--- config.mk ---
export PLATFORM = sky130hd
export DESIGN_NAME = haar_stage_scheduler
export DESIGN_NICKNAME = d
export VERILOG_FILES = /design/src/rtl/haar_pkg.sv /design/src/rtl/haar_stage_watchdog.sv /design/src/rtl/haar_stage_scheduler.sv
export SDC_FILE = /design/constraint.sdc
export NUM_CORES = 1
export LEC_CHECK = 0
export BUFFER_PORTS_ARGS = -buffer_cell sky130_fd_sc_hd__buf_2
export CAP_MARGIN = 20
export CELL_PAD_IN_SITES_DETAIL_PLACEMENT = 1
export CELL_PAD_IN_SITES_GLOBAL_PLACEMENT = 2
export CORE_UTILIZATION = 32
export CTS_BUF_LIST = sky130_fd_sc_hd__clkbuf_4
export CTS_CLUSTER_DIAMETER = 80
export DETAILED_ROUTE_END_ITERATION = 6
export PLACE_DENSITY_LB_ADDON = 0.1
export SYNTH_ARGS = -nofsm -noshare
export SYNTH_HDL_FRONTEND = slang
export SYNTH_SLANG_ARGS = --single-unit
--- constraint.sdc ---
create_clock -name clk_fpga -period 2.86 [get_ports clk_fpga]
set_input_delay 0.572 -clock clk_fpga [delete_from_list [all_inputs] [get_ports clk_fpga]]
set_output_delay 0.572 -clock clk_fpga [all_outputs]
set_load 0.02 [all_outputs]
--- src/rtl/haar_pkg.sv ---
// haar_pkg: shared types and sizing helpers for the Haar stage scheduler.
//   state_t          scheduler FSM state encoding
//   HAAR_NUM_STAGES  default cascade depth
//   haar_width()     bit width needed to index n values (minimum 1)
package haar_pkg;
   typedef enum logic [2:0] {
      ST_IDLE         = 3'd0,
      ST_ISSUE        = 3'd1,
      ST_WAIT_DB      = 3'd2,
      ST_WAIT_VERDICT = 3'd3,
      ST_DONE         = 3'd4
   } state_t;
   localparam int HAAR_NUM_STAGES = 24;
   function automatic int haar_width(input int n);
      return (n <= 2) ? 1 : $clog2(n);
   endfunction
endpackage

--- src/rtl/haar_stage_watchdog.sv ---
// haar_stage_watchdog: per-stage cycle counter with clear/enable and an expiry flag.
//   clk_fpga    clock
//   reset_fpga  synchronous active-high reset
//   i_clear     zero the counter
//   i_enable    count this cycle
//   o_expired   counter has reached TIMEOUT_CYCLES-1
module haar_stage_watchdog
   import haar_pkg::*;
#(
   parameter int TIMEOUT_CYCLES = 4096,
   parameter int TIMEOUT_W      = haar_width(TIMEOUT_CYCLES + 1)
) (
   input  logic clk_fpga,
   input  logic reset_fpga,
   input  logic i_clear,
   input  logic i_enable,
   output logic o_expired
);
   logic [TIMEOUT_W-1:0] r_count;
   assign o_expired = r_count == TIMEOUT_W'(TIMEOUT_CYCLES - 1);
   // saturates at the expiry value so the flag cannot be lost to wrap-around
   always_ff @(posedge clk_fpga)
      if (reset_fpga || i_clear) r_count <= '0;
      else if (i_enable && !o_expired) r_count <= r_count + TIMEOUT_W'(1);
endmodule

--- src/rtl/haar_stage_scheduler.sv ---
// haar_stage_scheduler: walks the Haar cascade stages for one window, exiting on the first failing stage.
//   clk_fpga / reset_fpga  clock, synchronous active-high reset
//   i_start / o_ready      window request, accepted only while idle
//   o_rden                 one-hot single-cycle read-enable to the current stage database
//   i_end_database         per-stage end-of-database flags (only the current stage's bit matters)
//   i_stage_valid/pass     evaluator verdict for the current stage
//   o_stage_index          stage being evaluated
//   o_done                 one-cycle completion pulse
//   o_face/o_fail_stage    result, held until the next accepted start
//   o_error                watchdog expiry, held like the result
module haar_stage_scheduler
   import haar_pkg::*;
#(
   parameter int NUM_STAGES     = HAAR_NUM_STAGES,
   parameter int STAGE_IDX_W    = haar_width(NUM_STAGES),
   parameter int TIMEOUT_CYCLES = 4096,
   parameter int TIMEOUT_W      = haar_width(TIMEOUT_CYCLES + 1)
) (
   input  logic                   clk_fpga,
   input  logic                   reset_fpga,
   input  logic                   i_start,
   output logic                   o_ready,
   output logic [NUM_STAGES-1:0]  o_rden,
   input  logic [NUM_STAGES-1:0]  i_end_database,
   input  logic                   i_stage_valid,
   input  logic                   i_stage_pass,
   output logic [STAGE_IDX_W-1:0] o_stage_index,
   output logic                   o_done,
   output logic                   o_face,
   output logic [STAGE_IDX_W-1:0] o_fail_stage,
   output logic                   o_error
);
   state_t                 r_state, w_state_nxt;
   logic [STAGE_IDX_W-1:0] r_stage, w_stage_nxt, r_fail_stage, w_fail_nxt;
   logic                   r_face, w_face_nxt, r_error, w_error_nxt;
   logic                   r_ready, r_done;
   logic [NUM_STAGES-1:0]  r_rden;
   logic                   w_end_db, w_verdict, w_last, w_expired, w_waiting;

   assign w_waiting = r_state == ST_WAIT_DB || r_state == ST_WAIT_VERDICT;
   assign w_end_db  = i_end_database[r_stage];
   // a verdict in WAIT_DB only counts together with the current stage's end-of-database
   assign w_verdict = i_stage_valid && (r_state == ST_WAIT_VERDICT || (r_state == ST_WAIT_DB && w_end_db));
   assign w_last    = r_stage == STAGE_IDX_W'(NUM_STAGES - 1);

   haar_stage_watchdog #(
      .TIMEOUT_CYCLES(TIMEOUT_CYCLES),
      .TIMEOUT_W     (TIMEOUT_W)
   ) u_watchdog (
      .clk_fpga  (clk_fpga),
      .reset_fpga(reset_fpga),
      .i_clear   (r_state == ST_ISSUE),
      .i_enable  (w_waiting),
      .o_expired (w_expired)
   );

   always_comb begin
      w_state_nxt = r_state;
      w_stage_nxt = r_stage;
      w_face_nxt  = r_face;
      w_fail_nxt  = r_fail_stage;
      w_error_nxt = r_error;
      case (r_state)
         ST_IDLE:
            if (i_start) begin
               w_face_nxt  = 1'b0;
               w_fail_nxt  = '0;
               w_error_nxt = 1'b0;
               w_stage_nxt = '0;
               w_state_nxt = ST_ISSUE;
            end
         ST_ISSUE: w_state_nxt = ST_WAIT_DB;
         ST_WAIT_DB, ST_WAIT_VERDICT:
            // verdict takes priority over a watchdog expiry in the same cycle
            if (w_verdict) begin
               if (!i_stage_pass) begin
                  w_face_nxt  = 1'b0;
                  w_fail_nxt  = r_stage;
                  w_state_nxt = ST_DONE;
               end else if (w_last) begin
                  w_face_nxt  = 1'b1;
                  w_fail_nxt  = '0;
                  w_state_nxt = ST_DONE;
               end else begin
                  w_stage_nxt = r_stage + STAGE_IDX_W'(1);
                  w_state_nxt = ST_ISSUE;
               end
            end else if (w_expired) begin
               w_error_nxt = 1'b1;
               w_face_nxt  = 1'b0;
               w_fail_nxt  = r_stage;
               w_state_nxt = ST_DONE;
            end else if (r_state == ST_WAIT_DB && w_end_db) begin
               w_state_nxt = ST_WAIT_VERDICT;
            end
         ST_DONE: w_state_nxt = ST_IDLE;
         default: w_state_nxt = ST_IDLE;
      endcase
   end

   // outputs are decoded from the next state so they line up with the state they describe
   always_ff @(posedge clk_fpga)
      if (reset_fpga) begin
         r_state      <= ST_IDLE;
         r_stage      <= '0;
         r_face       <= 1'b0;
         r_fail_stage <= '0;
         r_error      <= 1'b0;
         r_ready      <= 1'b1;
         r_done       <= 1'b0;
         r_rden       <= '0;
      end else begin
         r_state      <= w_state_nxt;
         r_stage      <= w_stage_nxt;
         r_face       <= w_face_nxt;
         r_fail_stage <= w_fail_nxt;
         r_error      <= w_error_nxt;
         r_ready      <= w_state_nxt == ST_IDLE;
         r_done       <= w_state_nxt == ST_DONE;
         r_rden       <= (w_state_nxt == ST_ISSUE) ? NUM_STAGES'(1) << w_stage_nxt : '0;
      end

   assign o_ready       = r_ready;
   assign o_rden        = r_rden;
   assign o_stage_index = r_stage;
   assign o_done        = r_done;
   assign o_face        = r_face;
   assign o_fail_stage  = r_fail_stage;
   assign o_error       = r_error;
endmodule

# Word level (Yosys, flattened, before mapping)
# Cells that the tools add are included.
[word_totals] regBits=54 in_bits=29 out_inout_bits=38 wordCells=69
[op_classes] addsub=2 magnitude_cmp=1 n_eq_ne=12 n_shift=1 n_mux=29 bitwise=1 reduce_logical=14
[op_table] cell="$mux 5" n=9
[op_table] cell="$shl 1x5->24 const A" n=1
[op_table] cell="$pmux 5 s2" n=2
[op_table] cell="$mux 3" n=6
[op_table] cell="$add 13x1->13 const B" n=1
[op_table] cell="$eq 13x12->1 const B" n=1
[op_table] cell="$pmux 3 s3" n=1
[op_table] cell="$mux 1" n=8
[op_table] cell="$reduce_and 4->1" n=2
[op_table] cell="$eq 3x1->1 const B" n=2
[op_table] cell="$eq 3x2->1 const B" n=2
[op_table] cell="$logic_not 3->1" n=2
[op_table] cell="$lt 5x6->1 const B" n=1
[op_table] cell="$add 5x1->5 const B" n=1
[op_table] cell="$bmux 1 s5" n=1
[op_table] cell="$eq 5x5->1 const B" n=1
[op_table] cell="$ne 2x2->1 const B" n=2
[op_table] cell="$ne 4x4->1 const B" n=1
[op_table] cell="$pmux 1 s2" n=2
[op_table] cell="$reduce_or 2->1" n=2
[op_table] cell="$eq 3x3->1 const B" n=1
[op_table] cell="$logic_and 1x1->1" n=3
[op_table] cell="$logic_or 1x1->1" n=3
[op_table] cell="$ne 3x2->1 const B" n=1
[op_table] cell="other kinds (4)" n=4

# Logic depth before layout (Yosys ltp)
[depth] ltp_word=10 mapped_depth=10 ltp_nobuf=8

# Modules after synthesis
# From an unflattened synthesis, not the netlist that was laid out.
[hier_totals] cells_unflattened=282 hier_area_um2=2528.7
[by_module_without_submodules] module="haar_stage_scheduler" instances=1 cells_each=205 area_each_um2=1886.8 seq_area_each_um2=820.8
[by_module_without_submodules] module="haar_stage_watchdog" instances=1 cells_each=77 area_each_um2=641.9 seq_area_each_um2=260.2

# Worst setup path before layout
# Ideal clock, no wire load.
[synth_path] path_type="register to register" from="register r_stage[0], in the netlist o_stage_index[0]" to="register r_rden[2], in the netlist o_rden[2]" setup_time_ps=80 t_arrival_ps=2506 t_required_ps=2780 path_slack_ps=274 path_stages_with_launch=10 path_buffers=2 synth_period_minus_slack_ps=2586 path_cell_list="dfxtp_1 > buf_6 > mux4_1 > nand2b_4 > a41oi_4 > a311oi_4 > a32o_1 > o21a_1 > buf_2 > nor3_1"
[synth_via] elab_chain_len=10 word_cells_on_any_way=22 classes_between="add/sub: 1; eq/ne: 2; shift: 1; mux: 13; bitwise: 1; reduce/logical: 4"
[synth_rtl] item="start, declared" line_no="haar_stage_scheduler.sv:34" rtl="logic [STAGE_IDX_W-1:0] r_stage, w_stage_nxt, r_fail_stage, w_fail_nxt;"
[synth_rtl] item="start signal, assigned" line_no="haar_stage_scheduler.sv:114" rtl="r_stage <= w_stage_nxt;"
[synth_rtl] item="$bmux 1 s5" line_no="haar_stage_scheduler.sv:41" rtl="assign w_end_db = i_end_database[r_stage];"
[synth_rtl] item="$mux 1 (not written as such)" line_no="haar_stage_scheduler.sv:41"
[synth_rtl] item="$logic_and 1x1->1" line_no="haar_stage_scheduler.sv:43, haar_stage_scheduler.sv:93"
[synth_rtl] item="$mux 3 / $logic_or 1x1->1 (equally long branches)" line_no="haar_stage_scheduler.sv:93, haar_stage_scheduler.sv:43"
[synth_rtl] item="$mux 3 / $logic_and 1x1->1 (equally long branches)" line_no="haar_stage_scheduler.sv:88, haar_stage_scheduler.sv:43"
[synth_rtl] item="$mux 3" line_no="haar_stage_scheduler.sv:75" rtl="if (w_verdict) begin"
[synth_rtl] item="$pmux 3 s3" line_no="haar_stage_scheduler.sv:63" rtl="case (r_state)"
[synth_rtl] item="$eq 3x1->1" line_no="haar_stage_scheduler.sv:120" rtl="r_rden <= (w_state_nxt == ST_ISSUE) ? NUM_STAGES'(1) << w_stage_nxt : '0;"
[synth_rtl] item="$not 1->1 (no line)"
[synth_rtl] item="$reduce_or 2->1 (no line)"
[synth_rtl] item="end signal, assigned" line_no="haar_stage_scheduler.sv:120"
[synth_rtl] item="end, declared" line_no="haar_stage_scheduler.sv:37" rtl="logic [NUM_STAGES-1:0] r_rden;"
# Parallel ways exist; a longest one is shown, timed or not. The select of a mux whose other input is x is not followed.
# A chain may end at the register's enable or synchronous reset.

# Worst setup path in the final report
[layout_path] from="register r_stage[0], in the netlist o_stage_index[0]" to="register r_rden[5], in the netlist o_rden[5]"
# Same word-level chain as after synthesis.

==> impl_metrics.env <==
export IMPL_arrival_ns=2.98
export IMPL_cts_hold_buf=0
export IMPL_dr_total_vias=2336
export IMPL_syn_inst=277
export IMPL_hold_viol_final=0
export IMPL_slew_headroom_pct=63.3
export IMPL_ios=67
export IMPL_power_density_nw_per_um2=455
export IMPL_clock_skew_ns=0.0214
export IMPL_first_global_vias=2406
export IMPL_htreeDepth=2
export IMPL_fmax_mhz=375
export IMPL_wl_per_cell_um=15.9
export IMPL_grt_busiest_layer="met2"
export IMPL_place_inst=443
export IMPL_slowest_stage="dfxtp_1"
export IMPL_met1_usage_pct=24.4
export IMPL_ctsRootBufferMaster="clkbuf_4"
export IMPL_ys_types=56
export IMPL_clkTransAtPathRegs_ns=0.18
export IMPL_fin_area_um2=3090
export IMPL_p_leak_nw=1.35
export IMPL_rows=31
export IMPL_fillers=899
export IMPL_crit_required_ns=3.17
export IMPL_tns_ns=0
export IMPL_final_nets=382
export IMPL_status="finished, final reports clean"
export IMPL_ant_nets=0
export IMPL_dp_hpwl_um=5370
export IMPL_cts_tree="yes"
export IMPL_die_area_um2=8210
export IMPL_cp_end_kind="flop"
export IMPL_cp_cell_sequence="buf_4, mux2i_1, a211o_1, or3_4, a311oi_4, xnor2_1, or3_4, nor3_1"
export IMPL_synth_largest_area_cell="dfxtp_1"
export IMPL_cp_start_kind="flop"
export IMPL_viasPerCell=5.18
export IMPL_firstDrtPassIters=4
export IMPL_areaGrowthSynthToFinish_pct=23.1
export IMPL_grt_ovfl_total=0
export IMPL_synth_seq_cells=54
export IMPL_drt_iter0_markers=61
export IMPL_synth_top_cells_by_count="dfxtp_1 (54), nor3_1 (30), nor2_1 (23)"
export IMPL_cts_buffer_depth=2
export IMPL_wl_um=7150
export IMPL_synth_top_flop_cell="dfxtp_1"
export IMPL_die_height_um=90.6
export IMPL_crit_fanout=10
export IMPL_slew_viol_final=0
export IMPL_synth_top_area_share_pct=43.0
export IMPL_syn_area_um2=2510
export IMPL_grt_max_degree=20
export IMPL_postSynthAreaPerCell_um2=9.07
export IMPL_yosysSeqAreaShare_pct=43.0
export IMPL_core_um2=7410
export IMPL_antenna_found_initial=0
export IMPL_die_x_um=90.6
export IMPL_fin_crit_ns=2.67
export IMPL_yosysMostFrequentCell="dfxtp_1"
export IMPL_cts_sinks=54
export IMPL_synth_edf_count=0
export IMPL_crit_path_frequent_cell="or3_4"
export IMPL_grt_usage_pct=18.4
export IMPL_layout_cells_non_filler=451
export IMPL_initial_utilization_pct=33.9
export IMPL_n_antenna_cell=0
export IMPL_path_class="reg -> reg"
export IMPL_cts_setup_buffers=0
export IMPL_peakVddDrop_v=0.000186
export IMPL_r2r_slack_ns=0.19
export IMPL_grt_util_met2_pct=30.7
export IMPL_seqCellArea_um2=1080
export IMPL_crit_buf_inv=1
export IMPL_yosysWarningCount=0
export IMPL_rsz0062_at_grt="no"
export IMPL_synthArstFlopShare_pct=0
export IMPL_drc=0
export IMPL_setup_viol=0
export IMPL_cts_made_buffers=5
export IMPL_cts_resized=0
export IMPL_critPathMaxStageDelay_ns=0.42
export IMPL_post_route_period_util_pct=93.3
export IMPL_cp_top_family="simple AND/OR/NAND/NOR gates"
export IMPL_gp_congestion=0.831
export IMPL_portBuffers=66
export IMPL_placed_cell_area_um2=3010
export IMPL_tightest_slew_ns=0.550
export IMPL_multi_input_area_um2=1340
export IMPL_syn_num_nets=308
export IMPL_clk_latency_ns=0.38
export IMPL_grt_pass1_wl_um=12100
export IMPL_use_met3_pct=3.11
export IMPL_hold_path_class="reg -> reg"
export IMPL_maxCapViolCount=0
export IMPL_drive_gt1_share_pct=29.8
export IMPL_ys_top_cells_by_area="dfxtp_1 (43%), nor3_1 (6.0%), mux2i_1 (3.6%)"
==> cell type report <==
class                   count  share of cell area [%]
inverters                   8                   0.971
multi-input cells         200                    43.4
well taps                  99                    4.00
flip-flops and latches     54                    35.0
repair buffers             82                    14.6
clock inverters             3                   0.850
clock buffers               5                    1.21
==> power by group <==
| group | internal (mW) | switching [mW] | leakage, nW |
|---|---|---|---|
| registers | 0.768 | 0.0159 | 0.436 |
| clock network | 0.105 | 0.274 | 0.0362 |
| logic | 0.0930 | 0.152 | 0.876 |
==> path summary, 6_finish.rpt <==
| kind | startpoint | end | cells after the start |
|---|---|---|---|
| worst max-delay path | o_stage_index[0] | o_rden[5] | 8 |
| worst max register to register | o_stage_index[0] | o_rden[5] | 8 |
| worst min-delay path | u_watchdog.r_count[12] | u_watchdog.r_count[12] | 1 |
| worst min register to register | u_watchdog.r_count[12] | u_watchdog.r_count[12] | 1 |
==> logic make-up (layout without fill, tap and decap cells) <==
logic type | after synthesis | count (layout) | share of synthesized area [%]
AND/OR/NAND/NOR | 118 | 118 | 24.3
AO/OA/AOI/OAI | 59 | 59 | 18.7
multiplexers | 11 | 11 | 5.08
XOR/XNOR | 10 | 10 | 3.49
buffers and inverters | 23 | 98 | 4.38
adder cells (fa/ha/maj) | 2 | 2 | 0.996
flip-flops | 54 | 54 | 43.0
==> cell usage in the layout (no fill, tap or decap), drive strengths merged, types with 2 or more instances in the layout <==
cell type	netlist	layout
o21a	4	4
nand2b	2	2
a311oi	4	4
a21o	2	2
nand2	22	22
nor2b	8	8
o21ai	7	7
mux2i	9	9
and4	2	2
o211ai	2	2
nand3	7	7
nor3	31	31
inv	8	10
nand4	5	5
a31oi	5	5
and2	2	2
xnor2	2	2
a31o	2	2
nor2	23	23
a22o	6	6
a21oi	11	11
ha	2	2
or3	6	6
and3	4	4
clkbuf	8	5
o211a	3	3
dfxtp	54	54
buf	7	82
xor2	8	8
a211oi	3	3
==> through the flow <==
stage / util (%) / hold WS, ns / total power [mW] / setup WS (ns)
2_1_floorplan: - / 0.438 / 0.945 / 0.274
3_3_place_gp: 40.7 / 0.452 / 1.04 / 0.0392
3_5_place_dp: 40.7 / 0.455 / 1.04 / 0.0105
4_1_cts: 41.5 / 0.486 / 1.43 / 0.0833
5_1_grt: 41.7 / 0.501 / 1.48 / 0.0112
6_report: 41.7 / 0.483 / 1.41 / 0.192
==> per-layer routing <==
layer	share of wire, %	up-vias
li1	-	1157
met5	0	-
met4	0.69	0
met2	47	51
met3	4.2	4
met1	48	1124
==> flip-flops by register name, summed over array words and instances, names as in the netlist <==
name                flops
u_watchdog.r_count     13
o_done                  1
o_rden                 24
o_fail_stage            5
o_face                  1
r_state                 3
o_stage_index           5
o_ready                 1
o_error                 1
Power figures use the tool's default switching activity.
